$ cat src/rtl/modulo_mef_contador_parametrizado_pkg.sv
// Shared FSM encodings for the buffered down-counter controller.
// Encodings are fixed because the state port is read by debug tooling.
package modulo_mef_contador_parametrizado_pkg;

  localparam int ST_W = 2;

  typedef logic [ST_W-1:0] st_t;

  localparam logic [ST_W-1:0] ST_IDLE  = 2'b00;
  localparam logic [ST_W-1:0] ST_LOAD  = 2'b01;
  localparam logic [ST_W-1:0] ST_COUNT = 2'b10;
  localparam logic [ST_W-1:0] ST_DONE  = 2'b11;

  function automatic logic st_is_busy(input st_t st);
    return st != ST_IDLE;
  endfunction

endpackage

$ cat src/rtl/modulo_mef_contador_parametrizado_contador.sv
// WIDTH-bit loadable down-counter; priority clr > load > dec, updates on the next edge.
// Decrement is ignored at zero so the value can never wrap.
module modulo_contador_param
  import modulo_mef_contador_parametrizado_pkg::*;
#(
  parameter int WIDTH = 8
) (
  input  logic             clk,
  input  logic             rst,
  input  logic             load,
  input  logic             dec,
  input  logic             clr,
  input  logic [WIDTH-1:0] d,
  output logic [WIDTH-1:0] q,
  output logic             last
);

  localparam logic [WIDTH-1:0] ONE = WIDTH'(1);

  logic [WIDTH-1:0] cnt_d;
  logic [WIDTH-1:0] cnt_q;

  always_comb begin
    cnt_d = cnt_q;
    if (clr) begin
      cnt_d = '0;
    end else if (load) begin
      cnt_d = d;
    end else if (dec && (cnt_q != '0)) begin
      cnt_d = cnt_q - ONE;
    end
  end

  always_ff @(posedge clk or negedge rst) begin
    if (!rst) begin
      cnt_q <= '0;
    end else begin
      cnt_q <= cnt_d;
    end
  end

  assign q    = cnt_q;
  assign last = (cnt_q == ONE);

endmodule

$ cat src/rtl/modulo_mef_contador_parametrizado.sv
// Pops one buffer entry per request, counts it down to zero and pulses done; N+2 cycles for value N.
// enable low freezes state and count and forces every strobe low; dropping load_req aborts a count.
module modulo_mef_contador_parametrizado
  import modulo_mef_contador_parametrizado_pkg::*;
#(
  parameter int WIDTH       = 8,
  parameter int AUTO_RELOAD = 0
) (
  input  logic             clk,
  input  logic             rst,
  input  logic             enable,
  input  logic             load_req,
  input  logic             buf_empty,
  input  logic [WIDTH-1:0] buf_data,
  output logic             buf_pop,
  output logic             count_load,
  output logic             count_en,
  output logic [WIDTH-1:0] count,
  output logic             done,
  output logic             busy,
  output logic [ST_W-1:0]  state
);

  st_t state_d;
  st_t state_q;

  logic in_load;
  logic in_count;
  logic in_done;
  logic abort;
  logic cnt_last;

  // Strobes are state decodes gated by enable only, so no request/buffer input reaches an output.
  assign in_load  = enable && (state_q == ST_LOAD);
  assign in_count = enable && (state_q == ST_COUNT);
  assign in_done  = enable && (state_q == ST_DONE);
  assign abort    = in_count && !load_req;

  always_comb begin
    state_d = state_q;
    if (enable) begin
      case (state_q)
        ST_IDLE: begin
          if (load_req && !buf_empty) begin
            state_d = ST_LOAD;
          end
        end
        ST_LOAD: begin
          state_d = (buf_data == '0) ? ST_DONE : ST_COUNT;
        end
        ST_COUNT: begin
          if (!load_req) begin
            state_d = ST_IDLE;
          end else if (cnt_last) begin
            state_d = ST_DONE;
          end
        end
        ST_DONE: begin
          if ((AUTO_RELOAD != 0) && load_req && !buf_empty) begin
            state_d = ST_LOAD;
          end else begin
            state_d = ST_IDLE;
          end
        end
        default: state_d = ST_IDLE;
      endcase
    end
  end

  always_ff @(posedge clk or negedge rst) begin
    if (!rst) begin
      state_q <= ST_IDLE;
    end else begin
      state_q <= state_d;
    end
  end

  modulo_contador_param #(
    .WIDTH (WIDTH)
  ) u_contador (
    .clk  (clk),
    .rst  (rst),
    .load (in_load),
    .dec  (in_count),
    .clr  (abort),
    .d    (buf_data),
    .q    (count),
    .last (cnt_last)
  );

  assign buf_pop    = in_load;
  assign count_load = in_load;
  assign count_en   = in_count;
  assign done       = in_done;
  assign busy       = st_is_busy(state_q);
  assign state      = state_q;

endmodule

$ cat config.mk
export PLATFORM = sky130hd
export DESIGN_NAME = modulo_mef_contador_parametrizado
export DESIGN_NICKNAME = d
export VERILOG_FILES = /design/src/rtl/modulo_mef_contador_parametrizado_pkg.sv /design/src/rtl/modulo_mef_contador_parametrizado_contador.sv /design/src/rtl/modulo_mef_contador_parametrizado.sv
export SDC_FILE = /design/constraint.sdc
export NUM_CORES = 1
export LEC_CHECK = 0
export ABC_AREA = 1
export BUFFER_PORTS_ARGS = -buffer_cell sky130_fd_sc_hd__buf_2
export CORE_MARGIN = 1
export CORE_UTILIZATION = 45
export DETAILED_ROUTE_END_ITERATION = 8
export PLACE_DENSITY_LB_ADDON = 0.15
export SYNTH_ARGS = -nofsm -noshare
export SYNTH_HDL_FRONTEND = slang
export SYNTH_SLANG_ARGS = --single-unit
$ cat constraint.sdc
create_clock -name clk -period 1.7 [get_ports clk]
set_clock_uncertainty 0.1 [all_clocks]
set_input_delay 0.085 -clock clk [delete_from_list [all_inputs] [get_ports clk]]
set_output_delay 0.085 -clock clk [all_outputs]
set_load 0.1 [all_outputs]
* Word level (Yosys, flattened, before mapping)
Index checks and enable logic that the tools add are counted.
** Word-level totals
- Register bits :: 10
- Bits of input ports :: 13
- Output and inout port bits :: 15
- Word-level logic and storage cells :: 31
** Operators by class
- $add $sub $neg :: 1
- Equality and inequality tests :: 6
- Multiplexer cells :: 8
- Reductions and logical operators :: 14
** Operators by type and width (number)
- $mux 8 :: 3
- $eq 8x1->1 const B :: 1
- $logic_not 8->1 :: 1
- $pmux 2 s4 :: 1
- $reduce_bool 8->1 :: 1
- $sub 8x1->8 const B :: 1
- $logic_and 1x1->1 :: 6
- $mux 2 :: 3
- $eq 2x2->1 const B :: 2
- $ne 3x3->1 const B :: 1
- $reduce_and 3->1 :: 1
- $reduce_bool 3->1 :: 1
- $eq 2x1->1 const B :: 1
- $logic_not 1->1 :: 2
- $logic_not 2->1 :: 1
- $ne 2x2->1 const B :: 1
- $reduce_bool 2->1 :: 1
- $mux 1 :: 1

* Logic depth before layout (Yosys ltp)
- Depth after elaboration :: 6
- Depth in mapped cells :: 8
- Depth with buffers taken out :: 8

* Cells and area by module
A second synthesis with hierarchy kept.
** Second synthesis, totals
- Cell total of the unflattened synthesis :: 126
- Area, all modules :: 845.8 sq um
** By module, submodules not included
- modulo_contador_param :: times used 1, cells an instance 88, area an instance 636.9 sq um, sequential area each 200.2 sq um
- modulo_mef_contador_parametrizado :: times used 1, cells an instance 38, area an instance 209.0 sq um, sequential area each 50.0 sq um

* Worst setup path after synthesis
Ideal clock, no wire load.
- Kind :: register to output
- Start :: register state_q[1] (netlist: state[1])
- End :: output port done
- Data arrival time :: 3.211 ns
- Data required time :: 1.515 ns
- Path slack :: -1.696 ns
- Stages on the path, launching flop included :: 3
- Buffers on the path :: 0
- Cells stage by stage :: dfrtp_1 -> inv_2 -> nor3_1
** Between the ends
- Longest elaborated chain between the ends :: 2
** Ends and longest elaborated chain
- from (decl) :: RTL line modulo_mef_contador_parametrizado.sv:25 : st_t state_q;
- from (signal assigned) :: RTL line modulo_mef_contador_parametrizado.sv:74 : state_q <= state_d;
- $eq 2x2->1 :: RTL line modulo_mef_contador_parametrizado.sv:36 : assign in_done = enable && (state_q == ST_DONE);
- $logic_and 1x1->1 :: RTL line modulo_mef_contador_parametrizado.sv:36
- to (decl) :: RTL line modulo_mef_contador_parametrizado.sv:19 : output logic done,
No other way between the ends.

* Worst setup path in the final report
Ends and elaborated chain as after synthesis.

==> metrics list <==
- Share of the yosys chip area belonging to registers: 0.313
- For this run the aggregate overflow at the end of global routing stands at 0.
- Least-Margin Pin Slew: a little under 0.5 ns
- Cell with the most instances after synthesis: sky130_fd_sc_hd__nand2_1
- The flow ran to the end, and the final reports show no timing, DRC or antenna violations.
* Number of antenna violations at the first check in global routing: 0
* Met2 WL post-DR: between 1000 and 1500 um
* Num rows: 14
* Maximum number of buffers from clock root to sink: 2
- After detailed routing, the wire length on met1 is just under 1000 um.
- Worst Setup End Kind: output pin
- The repair_antennas step left the layout with diodes totalling 0.
- Highest clock rate: around 620 MHz
- Setup repair after global routing left no endpoint under its margin.
- The worst setup path is launched from a flip-flop.
- In this run, the number of DRC markers left after iteration 0 of detailed routing was 43.
- The core region is 1580 sq um.
* Post-Route WL: about 2300 um
* Layout fillers: around 130
- Max Cap Viol: 0
- DR WL met3: approximately 120 um
- Post-detailed-route count of antenna-violating nets: 0
- The tree built by TritonCTS fans out to 10 sinks.
- FF+latch count, synth: 10
* Wire length of the first global-routing pass: between 3000 and 4000 um
- After detailed routing, the number of remaining DRC violations is 0.
* Dpl cells: ~170
- Of all nets on the critical path, the largest fanout is 6.
* Async set-or-reset flop fraction in the synthesized netlist: 1.00
- Synthesized Nets: about 140
* DPL Wire Length: about 1700 um
- Setup violations remaining at the end of the flow were counted as 0.
- Uppermost signal routing layer after detailed routing: met4
- Synthesis instantiated 22 different standard cells from the library.
* Clock tree from TritonCTS: yes
- Clock-pin slew was measured on the worst setup and hold paths at about 0.070 ns.
* Number of I/O pins: 28
* Via count of the first global-routing pass: approximately 880
* Area Growth Syn to Fin: 45.6%
* Cell taking the most area after synthesis: sky130_fd_sc_hd__dfrtp_1
- CP Class: flip-flop to output pin
* Arrival time at the worst endpoint: approximately 1.4 ns
* Via count of the routed design: around 940
- The first detailed-routing pass ran for 6 iterations.
- Commonest register cell after synthesis: sky130_fd_sc_hd__dfrtp_1
* Synth Instances: 123
- Yosys top cell area share: 0.313
- During synthesis, Yosys emitted a total of 0 warnings.
- The congestion estimate from routability-driven global placement came to a little over 0.9.
- Count of nets after finishing: 180
* Final std cells w/o fill: 179
- Ranked by instance count, the synthesized netlist is headed by 43 x sky130_fd_sc_hd__nand2_1, 21 x sky130_fd_sc_hd__nor2_1, 10 x sky130_fd_sc_hd__dfrtp_1.
- The floorplan step defined a die boundary enclosing about 2000 sq um.
- Initial Utilization: 0.508
- After detailed routing, the average wire length per cell comes to 12.6 um.
- Final Max Tran Viols: 0
- Measured on the finished design, the core utilization comes to 0.740.
* Portion of the clock cycle consumed by the worst path in the final layout: 0.947
* Share of post-route cells with drive strength above 1: 0.374
- CTS Root Buffer Type: sky130_fd_sc_hd__clkbuf_4
- Dividing the detail-routed via count by the number of cells gives about 5.2.
- Pin count of the biggest net entering global routing: 13
* Post-Synthesis Mean Instance Area: 6.51 sq um
* All-layer global routing usage: 0.256
- Port buffering added 27 buffers.
- Number of clock buffers inserted by TritonCTS: 3
* Cell types occupying the most area after synthesis: sky130_fd_sc_hd__dfrtp_1 31%, sky130_fd_sc_hd__nand2_1 20%, sky130_fd_sc_hd__nor2_1 9.8%
- In this run the tightest slew margin relative to its limit is 0.673.
* Summed instance area of the synthesized netlist: between 800 and 900 sq um
- The die is between 40 and 50 um wide.
- Class of the tightest hold or removal check: input pin to flip-flop
- Post-synth EDFFs: 0
* Tmin final: about 1.6 ns
* Die Height: 44.2 um
* Clock insertion delay at the later pin of the skew report: roughly 0.27 ns
* Final hold vios: 0
* Worst Path Required: about 1.5 ns
* Number of H-tree levels: 1
## final timing paths
check / slack [ns] / from / end / depth (start not counted)
max in group asynchronous: 1.15 / rst / state[0] / 2
hold / removal: 0.03 / buf_data[2] / u_contador.q[2] / 5
setup reg to reg: 0.12 / u_contador.q[0] / u_contador.q[4] / 8
hold reg to reg: 0.44 / u_contador.q[7] / u_contador.q[7] / 2
setup / recovery: 0.09 / state[1] / done / 3
min in group asynchronous: 0.11 / rst / state[1] / 2
## through the flow
step                setup slack (ns)  cell area (sq um)  setup TNS (ns)  hold slack, ns
floorplan                     -0.335                861           -2.98          -0.311
global placement               0.116               1080               0          -0.139
detailed placement            0.0587               1080               0          -0.133
CTS                          0.00221               1130               0          0.0319
global route                  0.0249               1170               0          0.0639
finish                        0.0909               1170               0          0.0343
## registers in the layout, indices dropped and copies added (netlist names)
| name | flops |
|---|---|
| u_contador.q | 8 |
| state | 2 |
## cells by family (layout without fill, tap and decap cells)
kind of cell,count (synthesis),count (layout),share of synthesized area
buffers and inverters,12,52,0.0625
AOI/OAI and AO/OA,15,15,0.114
and+or+nand+nor,83,83,0.464
DFF,10,10,0.313
adders and majority gates,3,3,0.0469
## cell usage in the layout, fill, tap and decap left out
master,synthesis,routed
sky130_fd_sc_hd__nand2_1,43,40
sky130_fd_sc_hd__buf_2,1,24
sky130_fd_sc_hd__nor2_1,21,21
sky130_fd_sc_hd__buf_4,1,10
sky130_fd_sc_hd__o21ai_0,9,9
sky130_fd_sc_hd__nand3_1,7,7
sky130_fd_sc_hd__dfrtp_1,10,6
sky130_fd_sc_hd__inv_1,5,5
sky130_fd_sc_hd__nand2_2,1,3
sky130_fd_sc_hd__a21oi_1,3,3
sky130_fd_sc_hd__nand4_1,3,3
sky130_fd_sc_hd__ha_1,3,3
sky130_fd_sc_hd__clkbuf_4,0,3
sky130_fd_sc_hd__buf_12,0,3
sky130_fd_sc_hd__inv_2,5,2
sky130_fd_sc_hd__inv_6,0,2
sky130_fd_sc_hd__nand2_4,1,2
sky130_fd_sc_hd__or2_0,2,2
sky130_fd_sc_hd__dfrtp_4,0,2
sky130_fd_sc_hd__dfrtp_2,0,2
sky130_fd_sc_hd__nand3_4,0,1
sky130_fd_sc_hd__nor2_4,0,1
sky130_fd_sc_hd__nor3_4,0,1
sky130_fd_sc_hd__nor2_2,2,1
sky130_fd_sc_hd__o21ai_4,1,1
sky130_fd_sc_hd__inv_4,0,1
sky130_fd_sc_hd__a21oi_4,0,1
sky130_fd_sc_hd__nor2_8,1,1
sky130_fd_sc_hd__a31oi_1,1,1
sky130_fd_sc_hd__clkbuf_1,0,1
sky130_fd_sc_hd__dlygate4sd3_1,0,1
## worst max-delay path, stage by stage, from the launching register on
cell,delay [ns]
sky130_fd_sc_hd__dfrtp_4,0.45
sky130_fd_sc_hd__inv_2,0.09
sky130_fd_sc_hd__nor3_4,0.17
sky130_fd_sc_hd__buf_2,0.44
## timing repair
action	CTS	global route
endpoints found under the setup margin	2	2
endpoints found under the hold margin	10	0
pin swaps	1	1
hold buffers	1	0
resized for setup	1	1
buffers inserted	0	5
## per-layer routing
layer	track usage	vias to the layer above
met2	0.429	41
met4	0.121	0
met3	0.0408	6
met1	0.321	413
li1	-	477
met5	0	-
## cell type report
class	count	area (sq um)	area share
multi-input cells	101	544	0.467
repair buffers	38	265	0.227
flip-flops and latches	10	260	0.223
inverters	10	50.0	0.0429
clock buffers	4	26.3	0.0225
well taps	16	20.0	0.0172
Power is not shown: default switching activity piles up to over one toggle a cycle in this logic, so the estimate is an artifact.
